[src/rtl/corr_window_reader.sv]
// corr_window_reader
// Window sequencer and result reader for the correlator count path.
// Steps the window position (o_t) and the window-start strobe (o_zeroCounts)
// that drive the four-way correlation counter. At every window boundary it
// captures the four counts into a snapshot and presents the snapshot over a
// valid/ready handshake. A window that ends while the previous snapshot is
// still unconsumed is dropped, and the drop is counted.
//
// Ports
//   i_clk, i_rst_n        clock, synchronous active-low reset
//   i_cg                  clock-gate enable (0 freezes sequencing and capture)
//   i_en                  run request
//   o_t, o_zeroCounts     window position / window start strobe to the counter
//   i_count*              counter outputs (X, Y, intersection, symmetric diff)
//   o_valid, i_ready      snapshot handshake (not gated by i_cg)
//   o_count*, o_winIdx    snapshot contents and its window sequence number
//   o_nDropped            saturating count of dropped windows
//   o_busy                sequencer is not idle
module corr_window_reader #(
  parameter int DATA_W = 16,
  parameter int TIME_W = 8,
  parameter int IDX_W  = 16
) (
  input  logic              i_clk,
  input  logic              i_rst_n,
  input  logic              i_cg,
  input  logic              i_en,
  output logic [TIME_W-1:0] o_t,
  output logic              o_zeroCounts,
  input  logic [DATA_W-1:0] i_countX,
  input  logic [DATA_W-1:0] i_countY,
  input  logic [DATA_W-1:0] i_countIsect,
  input  logic [DATA_W-1:0] i_countSymdiff,
  output logic              o_valid,
  input  logic              i_ready,
  output logic [DATA_W-1:0] o_countX,
  output logic [DATA_W-1:0] o_countY,
  output logic [DATA_W-1:0] o_countIsect,
  output logic [DATA_W-1:0] o_countSymdiff,
  output logic [IDX_W-1:0]  o_winIdx,
  output logic [IDX_W-1:0]  o_nDropped,
  output logic              o_busy
);

  typedef enum logic [1:0] {
    ST_IDLE  = 2'd0,
    ST_RUN   = 2'd1,
    ST_DRAIN = 2'd2
  } state_t;

  localparam logic [TIME_W-1:0] T_ZERO   = {TIME_W{1'b0}};
  localparam logic [TIME_W-1:0] T_ONE    = {{(TIME_W-1){1'b0}}, 1'b1};
  localparam logic [IDX_W-1:0]  IDX_ZERO = {IDX_W{1'b0}};
  localparam logic [IDX_W-1:0]  IDX_ONE  = {{(IDX_W-1){1'b0}}, 1'b1};
  localparam logic [IDX_W-1:0]  IDX_MAX  = {IDX_W{1'b1}};
  localparam logic [DATA_W-1:0] D_ZERO   = {DATA_W{1'b0}};

  state_t              state_r;
  state_t              state_next_s;
  logic [TIME_W-1:0]   t_r;
  logic [TIME_W-1:0]   t_next_s;
  logic                zero_counts_r;
  logic                busy_r;
  logic                boundary_s;
  logic                capture_s;
  logic                drop_s;
  logic                valid_r;
  logic [DATA_W-1:0]   snap_x_r;
  logic [DATA_W-1:0]   snap_y_r;
  logic [DATA_W-1:0]   snap_isect_r;
  logic [DATA_W-1:0]   snap_symdiff_r;
  logic [IDX_W-1:0]    win_idx_r;
  logic [IDX_W-1:0]    win_cnt_r;
  logic [IDX_W-1:0]    n_dropped_r;

  // FSM state register
  always_ff @(posedge i_clk) begin
    if (!i_rst_n) begin
      state_r <= ST_IDLE;
    end else begin
      state_r <= state_next_s;
    end
  end

  // FSM next-state logic; nothing advances while the clock gate is closed
  always_comb begin
    state_next_s = state_r;
    if (i_cg) begin
      case (state_r)
        ST_IDLE:  state_next_s = i_en ? ST_RUN : ST_IDLE;
        ST_RUN:   state_next_s = i_en ? ST_RUN : ST_DRAIN;
        // A drain finishes at its boundary cycle (o_t wrapped to 0)
        ST_DRAIN: state_next_s = (t_r == T_ZERO) ? ST_IDLE : ST_DRAIN;
        default:  state_next_s = ST_IDLE;
      endcase
    end else begin
      state_next_s = state_r;
    end
  end

  // FSM output logic: next window position and capture/drop decision
  always_comb begin
    boundary_s = (state_r != ST_IDLE) && (t_r == T_ZERO);
    capture_s  = 1'b0;
    drop_s     = 1'b0;
    t_next_s   = t_r;
    if (i_cg) begin
      // Leaving IDLE for RUN gives 0+1 = 1; entering IDLE parks at 0
      t_next_s  = (state_next_s == ST_IDLE) ? T_ZERO : (t_r + T_ONE);
      capture_s = boundary_s && (!valid_r || i_ready);
      drop_s    = boundary_s && valid_r && !i_ready;
    end else begin
      t_next_s  = t_r;
    end
  end

  // Window position, start strobe and busy flag, registered together so the
  // strobe always matches o_t == 0
  always_ff @(posedge i_clk) begin
    if (!i_rst_n) begin
      t_r           <= T_ZERO;
      zero_counts_r <= 1'b1;
      busy_r        <= 1'b0;
    end else begin
      t_r           <= t_next_s;
      zero_counts_r <= (t_next_s == T_ZERO);
      busy_r        <= (state_next_s != ST_IDLE);
    end
  end

  // Window sequence counter and saturating drop counter
  always_ff @(posedge i_clk) begin
    if (!i_rst_n) begin
      win_cnt_r   <= IDX_ZERO;
      n_dropped_r <= IDX_ZERO;
    end else begin
      // Every completed window consumes a sequence number, captured or not
      if (capture_s || drop_s) begin
        win_cnt_r <= win_cnt_r + IDX_ONE;
      end
      if (drop_s && (n_dropped_r != IDX_MAX)) begin
        n_dropped_r <= n_dropped_r + IDX_ONE;
      end
    end
  end

  // Snapshot register and handshake; consumption is independent of i_cg
  always_ff @(posedge i_clk) begin
    if (!i_rst_n) begin
      valid_r        <= 1'b0;
      snap_x_r       <= D_ZERO;
      snap_y_r       <= D_ZERO;
      snap_isect_r   <= D_ZERO;
      snap_symdiff_r <= D_ZERO;
      win_idx_r      <= IDX_ZERO;
    end else if (capture_s) begin
      valid_r        <= 1'b1;
      snap_x_r       <= i_countX;
      snap_y_r       <= i_countY;
      snap_isect_r   <= i_countIsect;
      snap_symdiff_r <= i_countSymdiff;
      win_idx_r      <= win_cnt_r;
    end else if (valid_r && i_ready) begin
      valid_r        <= 1'b0;
    end
  end

  assign o_t            = t_r;
  assign o_zeroCounts   = zero_counts_r;
  assign o_busy         = busy_r;
  assign o_valid        = valid_r;
  assign o_countX       = snap_x_r;
  assign o_countY       = snap_y_r;
  assign o_countIsect   = snap_isect_r;
  assign o_countSymdiff = snap_symdiff_r;
  assign o_winIdx       = win_idx_r;
  assign o_nDropped     = n_dropped_r;

endmodule
[config.mk]
export PLATFORM = sky130hd
export DESIGN_NAME = corr_window_reader
export DESIGN_NICKNAME = d
export VERILOG_FILES = /design/src/rtl/corr_window_reader.sv
export SDC_FILE = /design/constraint.sdc
export NUM_CORES = 1
export LEC_CHECK = 0
export CAP_MARGIN = 25
export CORE_ASPECT_RATIO = 1.25
export CORE_UTILIZATION = 41
export CTS_CLUSTER_DIAMETER = 200
export DETAILED_ROUTE_END_ITERATION = 8
export GPL_ROUTABILITY_DRIVEN = 0
export PLACE_DENSITY = 0.77
export SYNTH_ARGS = -nofsm -noshare
export SYNTH_HDL_FRONTEND = slang
export SYNTH_SLANG_ARGS = --single-unit
export TNS_END_PERCENT = 5
[constraint.sdc]
create_clock -name i_clk -period 2.25 [get_ports i_clk]
set_clock_uncertainty 0.1 [all_clocks]
set_input_delay 0.45 -clock i_clk [delete_from_list [all_inputs] [get_ports i_clk]]
set_output_delay 0.45 -clock i_clk [all_outputs]
set_load 0.005 [all_outputs]
==> results by group, run 1 <==
Die
  – Initial Util: 0.425
  – Site Rows: between 40 and 50
  – Die ar.: around 13,000 um2
  – Die width: 103 um
  – Core area: between 10,000 and 15,000 um2
  – Top Ports: about 180
  – Chip height: roughly 130 um

Yosys
  – Ys flop type: dfxtp_1
  – Post-Syn Instances: around 600
  – Synth top area share: 0.477
  – Syn avg cell area: between 8 and 9 um2
  – Main area contributors after synthesis: dfxtp_1 (48%), nand2_1 (13%), a21boi_0 (10%)
  – Cell taking the most area after synthesis: dfxtp_1
  – Ys Warns: 0
  – Sequential element share of the synthesized area: 0.477
  – Yosys reg bits: 125
  – Fraction of registers with async set or reset after synthesis: 0
  – Distinct cells, synth: 50
  – Syn nets: roughly 680
  – Most numerous cell in the Yosys netlist: nand2_1
  – Top cells by count, synth: nand2_1 (178), dfxtp_1 (125), a21boi_0 (72)
  – Mapped Area: between 5000 and 6000 um2
  – EDFF count, synth: 0

Global route
  – Global-route wire length before repair: 22,400 um
  – Largest net degree at the start of global routing: 76
  – Number of global-route vias before repair: about 4,900
  – Gr usage total: 0.216
  – Gr ovfl total: 0
  – Antenna violations before repair: 0

Detailed routing
  – Final WL: around 14,000 um
  – DRC: 0
  – Post-route ant nets: 0
  – Drt first pass iters: 4
  – Detailed-route wire length per cell: approximately 14 um
  – DR iter-0 viols: 178
  – Vias per cell: between 5 and 6
  – Via count: a little under 5,000

Power
  – Leak Pwr: ~2.9 nW
  – Total Power: ~5.5 mW
  – Worst vdd ir: between 0.4 and 0.5 mV
  – Pwr/cell area: ~670 nW/um2

Clock network
  – # H-tree levels: 4
  – CTS Buf Count: 17
  – Worst-path clk slew: about 60 ps
  – Root Driver: clkbuf_16
  – CTS tree: yes
  – Sink Count: ~130
  – Clock Latency Late Sink: ~400 ps
  – Max Buffers Root-to-Sink: 2

Placement
  – HPWL Detailed: approximately 9700 um
  – IO Port Bufs: 175
  – Placed Cells: around 940

Layout
  – NumNets Final: 887
  – Fill count: 986
  – Final cell count without fillers: 991
  – Multi-input gate area: 2640 um2
  – Area Overhead vs Synth: 56.3%
  – Diodes inserted: 0
  – FF+latch area: approximately 2500 um2
  – Layout cell share with drive strength beyond 1: 0.139

Worst setup path
  – Crit-path max FO: 4
  – CP Launch Type: flip-flop
  – WP data required: 2500 ps
  – Largest stage delay, worst path: about 560 ps
  – Cells along the critical path: inv_2 > ha_4 > or4b_4 > or4_4 > nor4b_4 > xor2_1 > and2_1
  – WP data arrival: between 2000 and 3000 ps
  – CP Capture Type: flip-flop
  – Critical path class: reg -> reg
  – Critical-path top delay cell: or4_4

Status
  – Failing checks: negative setup slack
  – Status: finished with violations

STA
  – Fin crit period: 2340 ps
  – Final hold violation count: 0
  – Unrepaired setup endpoints after global routing: true
  – Setup slack after layout: -85.3 ps
  – Tcrit/Tclk final: 1.04
  – Actual slew at the worst max-slew pin: just over 400 ps
  – Final setup fails: 3
  – Final count of pins violating max slew: 0
  – Slew margin rel.: 0.722
  – F_max: 428 MHz

Min path
  – Min-Delay Path Class: reg -> reg

Run
  – Max-cap violations: 0
==> path summary, 6_finish.rpt <==
check | end | slack, ps | depth (start not counted) | from
hold reg to reg | o_countX[13] | 350 | 2 | o_countX[13]
setup / recovery | o_nDropped[10] | -90 | 7 | o_t[0]
hold / removal | o_countX[13] | 350 | 2 | o_countX[13]
setup reg to reg | o_nDropped[10] | -90 | 7 | o_t[0]
==> report_power, final <==
part	internal, mW	leakage, nW	switching [mW]	total (mW)
sequential	2.26	1.01	0.0236	2.28
combinational	0.297	1.58	0.185	0.482
clock	1.69	0.278	1.01	2.70
==> logic make-up after synthesis <==
| group | Yosys count | share of synthesized area |
|---|---|---|
| flops | 125 | 0.477 |
| buf+inv | 42 | 0.0365 |
| fa+ha+maj | 4 | 0.00954 |
| mux | 3 | 0.00573 |
| compound gates | 123 | 0.171 |
| simple gates | 280 | 0.255 |
| xor+xnor | 27 | 0.0451 |
==> final cells by class <==
| cell class | count | share of cell area |
|---|---|---|
| Multi-Input combinational cell | 437 | 0.322 |
| Timing Repair Buffer | 228 | 0.272 |
| Tap cell | 164 | 0.0250 |
| Clock buffer | 19 | 0.0553 |
| Inverter | 5 | 0.00229 |
| Clock inverter | 13 | 0.0169 |
| Sequential cell | 125 | 0.306 |
==> worst max-delay path: cells and delay by family (launching register included) <==
kind,cells,cell delay (ps)
xor+xnor,1,190
fa+ha+maj,1,130
buf+inv,1,80
flops,1,320
simple gates,4,1460
==> through the flow <==
stage / hold WS (ps) / setup WS (ps) / setup TNS, ps / util / cell area, um2
CTS: 344 / -62.6 / -149 / 0.661 / 8150
finish: 350 / -85.3 / -158 / 0.665 / 8190
global placement: 342 / -266 / -2040 / 0.599 / 7390
floorplan: 343 / -87.4 / -413 / - / 5240
detailed placement: 345 / -309 / -3920 / 0.599 / 7390
global route: 366 / -170 / -2070 / 0.665 / 8190
==> per-layer routing <==
metal | global-route usage | vias to the layer above | share of wire
li1 | - | 2453 | -
met1 | 0.233 | 2328 | 0.40
met2 | 0.399 | 164 | 0.52
met3 | 0.0543 | 21 | 0.059
met4 | 0.0779 | 0 | 0.016
met5 | 0 | - | 0
==> timing repair <==
action                     4_1_cts  5_1_grt
hold buffers                     0        0
resized for setup               17       31
setup endpoints to repair       65       66
setup buffers                   15        1
pin swaps                        3        5
==> flip-flops by register name, indices dropped and copies added (netlist names) <==
signal	count
o_busy	1
o_countSymdiff	16
win_cnt_r	16
o_countX	16
o_valid	1
o_nDropped	16
o_zeroCounts	1
o_countY	16
o_t	8
o_winIdx	16
state_r	2
o_countIsect	16
==> placed cells by master, fill, tap and decap left out, types with 6 or more instances in the layout <==
cell type and count:
nand2_1 175, clkdlybuf4s50_1 174, dfxtp_1 123, a21boi_0 47, buf_4 44, a21boi_1 41
and2_1 19, clkbuf_16 17, nor2_1 16, xnor2_1 16, nand3_1 12, nand4_1 12
xor2_1 11, or3_1 7, o21ai_0 7, a21oi_1 6, buf_12 6
Note: power is estimated with default switching activity, not from simulation.
==> run 2, diff against run 1 <==
- CORE_UTILIZATION: 41 -> 49
- PLACE_DENSITY: 0.77 -> 0.86
- clock period: 2.25 -> 3 ns (I/O delays scaled with it)
==> run 2 against run 1 <==
The run now ends clean. Combinational power decreased by 36%. Power down 23%. Wire length down 4.9%. Global-route usage grew 2.9 points. Via count is 4.3% lower. Sequential cell count is the same. First-iteration DRC count decreased by 0.56%. Sequential power decreased by 25%. Critical path type unchanged.
==> results by group, run 2 (synthesis gave the netlist of run 1 again) <==
Global route
  – Largest net degree at the start of global routing: 81 (+6.6%)
  – Global-route wire length before repair: 21,300 um (-4.6%)
  – Gr usage total: 0.245 (+0.0291)
  – Gr ovfl total: 0 (unchanged)
  – Number of global-route vias before repair: 4,535 (-7.0%)
  – Antenna violations before repair: 0 (unchanged)

Layout
  – Layout cell share with drive strength beyond 1: 0.0628 (-0.0762)
  – Design area: 7700 um2 (-6.1%)
  – Most common cell after layout, fill and taps aside: nand2_1
  – Diodes inserted: 0 (unchanged)
  – Most frequent cells in the layout: nand2_1 (177), clkdlybuf4s50_1 (174), dfxtp_1 (125), a21boi_0 (72), and2_1 (19)
  – NumNets Final: 840 (-5.3%)
  – Area Overhead vs Synth: 46.8%

Worst setup path
  – Buf/Inv on CP: 1 (unchanged)
  – R2R Path Start: o_t[0]
  – WP data required: 3240 ps (+740 ps)
  – Crit-path max FO: 7 (+3)
  – FF-to-FF End: o_nDropped[13]
  – Cells along the critical path: inv_1 > ha_1 > or4b_4 > nor4_1 > o21ai_1 > nor3_1 > mux2i_1
  – Largest stage delay, worst path: 560 ps (about the same)
  – WP data arrival: 2810 ps (+230 ps)
  – CP delay by family, top: simple AND/OR/NAND/NOR gates
  – Cells on worst reg2reg path: 7 (unchanged)
  – Reg-to-reg slack, setup: 420 ps (+510 ps)
  – CP Capture Type: flip-flop
  – Critical-path top delay cell: or4b_4
  – CP Launch Type: flip-flop
  – Critical path class: reg -> reg

Clock network
  – CTS Buf Count: 17 (unchanged)
  – Post-CTS sizing: 0 (-17)
  – Clock Latency Late Sink: 410 ps (about the same)
  – # hold bufs at CTS: 0 (unchanged)
  – Max Buffers Root-to-Sink: 2 (unchanged)
  – Sink Count: 125 (unchanged)
  – # H-tree levels: 4 (unchanged)
  – CTS tree: yes
  – Post-CTS Setup Bufs: 0 (-15)
  – Root Driver: clkbuf_16
  – Worst-path clk slew: 60 ps (about the same)

STA
  – Final count of pins violating max slew: 0 (unchanged)
  – Setup slack after layout: 423 ps (+509 ps)
  – Final setup fails: 0 (-3)
  – Fin crit period: 2580 ps (+241 ps)
  – Tcrit/Tclk final: 0.859 (-0.179)
  – TNS Setup: 0 ps (+158 ps)
  – F_max: 388 MHz (-9.4%)
  – Actual slew at the worst max-slew pin: 872 ps (+458 ps)
  – Final hold slack: 351 ps (+0.680 ps)
  – Unrepaired setup endpoints after global routing: false
  – Slew margin rel.: 0.415 (-0.307)
  – Final hold violation count: 0 (unchanged)

Detailed routing
  – Final WL: 13,400 um (-4.9%)
  – Post-route ant nets: 0 (unchanged)
  – Via count: 4,752 (-4.3%)
  – Vias per cell: 5.23 (+4.3%)
  – DRC: 0 (unchanged)
  – Detailed-route wire length per cell: 14.7 um (+3.7%)
  – Drt first pass iters: 5 (+1)
  – DR iter-0 viols: 177 (-0.56%)

Power
  – Total Power: 4.19 mW (-23%)
  – Worst vdd ir: 0.355 mV (-15%)
  – Pwr/cell area: 545 nW/um2 (-18%)
  – Leak Pwr: 2.64 nW (-7.9%)

Placement
  – HPWL Detailed: 9230 um (-4.9%)
  – Worst slack, placed: 221 ps (+530 ps)
  – IO Port Bufs: 175 (unchanged)
  – Post-DP Area: 7060 um2 (-4.4%)

Die
  – Site Rows: 41 (-8.9%)
  – Top Ports: 176 (unchanged)
  – Die ar.: 11,100 um2 (-16%)
  – Chip height: 118 um (-8.4%)
  – Core area: 10,300 um2 (-17%)
  – Initial Util: 0.511 (+0.0858)
  – Die width: 94.5 um (-8.4%)

Min path
  – Hold endpoint: o_countIsect[15]
  – Hold path startpoint: o_countIsect[15]
  – Min-Delay Path Class: reg -> reg
  – Worst Hold Depth: 2 (unchanged)

Status
  – Status: complete, no violations

Run
  – Max-cap violations: 0 (unchanged)
-- run 2: cell count changes in the layout (fill, tap and decap cells not counted), sizes merged --
cell      delta
buf         -47
bufinv       +2
clkbuf       +4
clkinv       -2
clkinvlp     -3
inv          -1
-- run 2: cell type report --
class                      instances  area (um2)
clock inverter                     9         158
inverter                           5        18.8
fill                             739        2560
clock buffer                      23         478
multi-input combinational        437        2560
timing repair buffer             181        1820
tap                              129         161
sequential                       125        2500
-- run 2: worst max-delay path by stage --
stage / from / endpoint / slack [ps] / depth (start not counted)
after floorplan: o_t[0] / o_nDropped[10] / 660 / 8
after global placement: i_cg / o_nDropped[13] / 330 / 6
after detailed placement: i_cg / o_nDropped[13] / 220 / 6
after CTS: o_t[0] / o_nDropped[13] / 390 / 7
after global routing: o_t[0] / o_nDropped[13] / 200 / 7
final: o_t[0] / o_nDropped[13] / 420 / 7
-- run 2: routing by layer --
metal / up-vias / GRT usage / wire (um) / part of all wire
li1: 2355 / - / - / -
met1: 2203 / 0.259 / 5200 / 0.39
met2: 165 / 0.437 / 6890 / 0.52
met3: 29 / 0.0698 / 851 / 0.064
met4: 0 / 0.115 / 432 / 0.032
met5: - / 0 / 0 / 0
-- run 2: power breakdown --
group          internal (mW)  switching (mW)
clock                   1.46           0.711
sequential              1.69          0.0199
combinational          0.182           0.124
total                   3.34           0.855
-- run 2: through the flow --
stage | std cells | util
after global routing | 909 | 0.750
after CTS | 909 | 0.750
after global placement | 877 | 0.688
after detailed placement | 877 | 0.688
final | 909 | 0.750
after floorplan | 604 | -
-- run 2: worst min-delay path: stages (launching register included) --
cell and delay [ps]:
dfxtp_1 300, nand2_1 50, a21boi_1 50
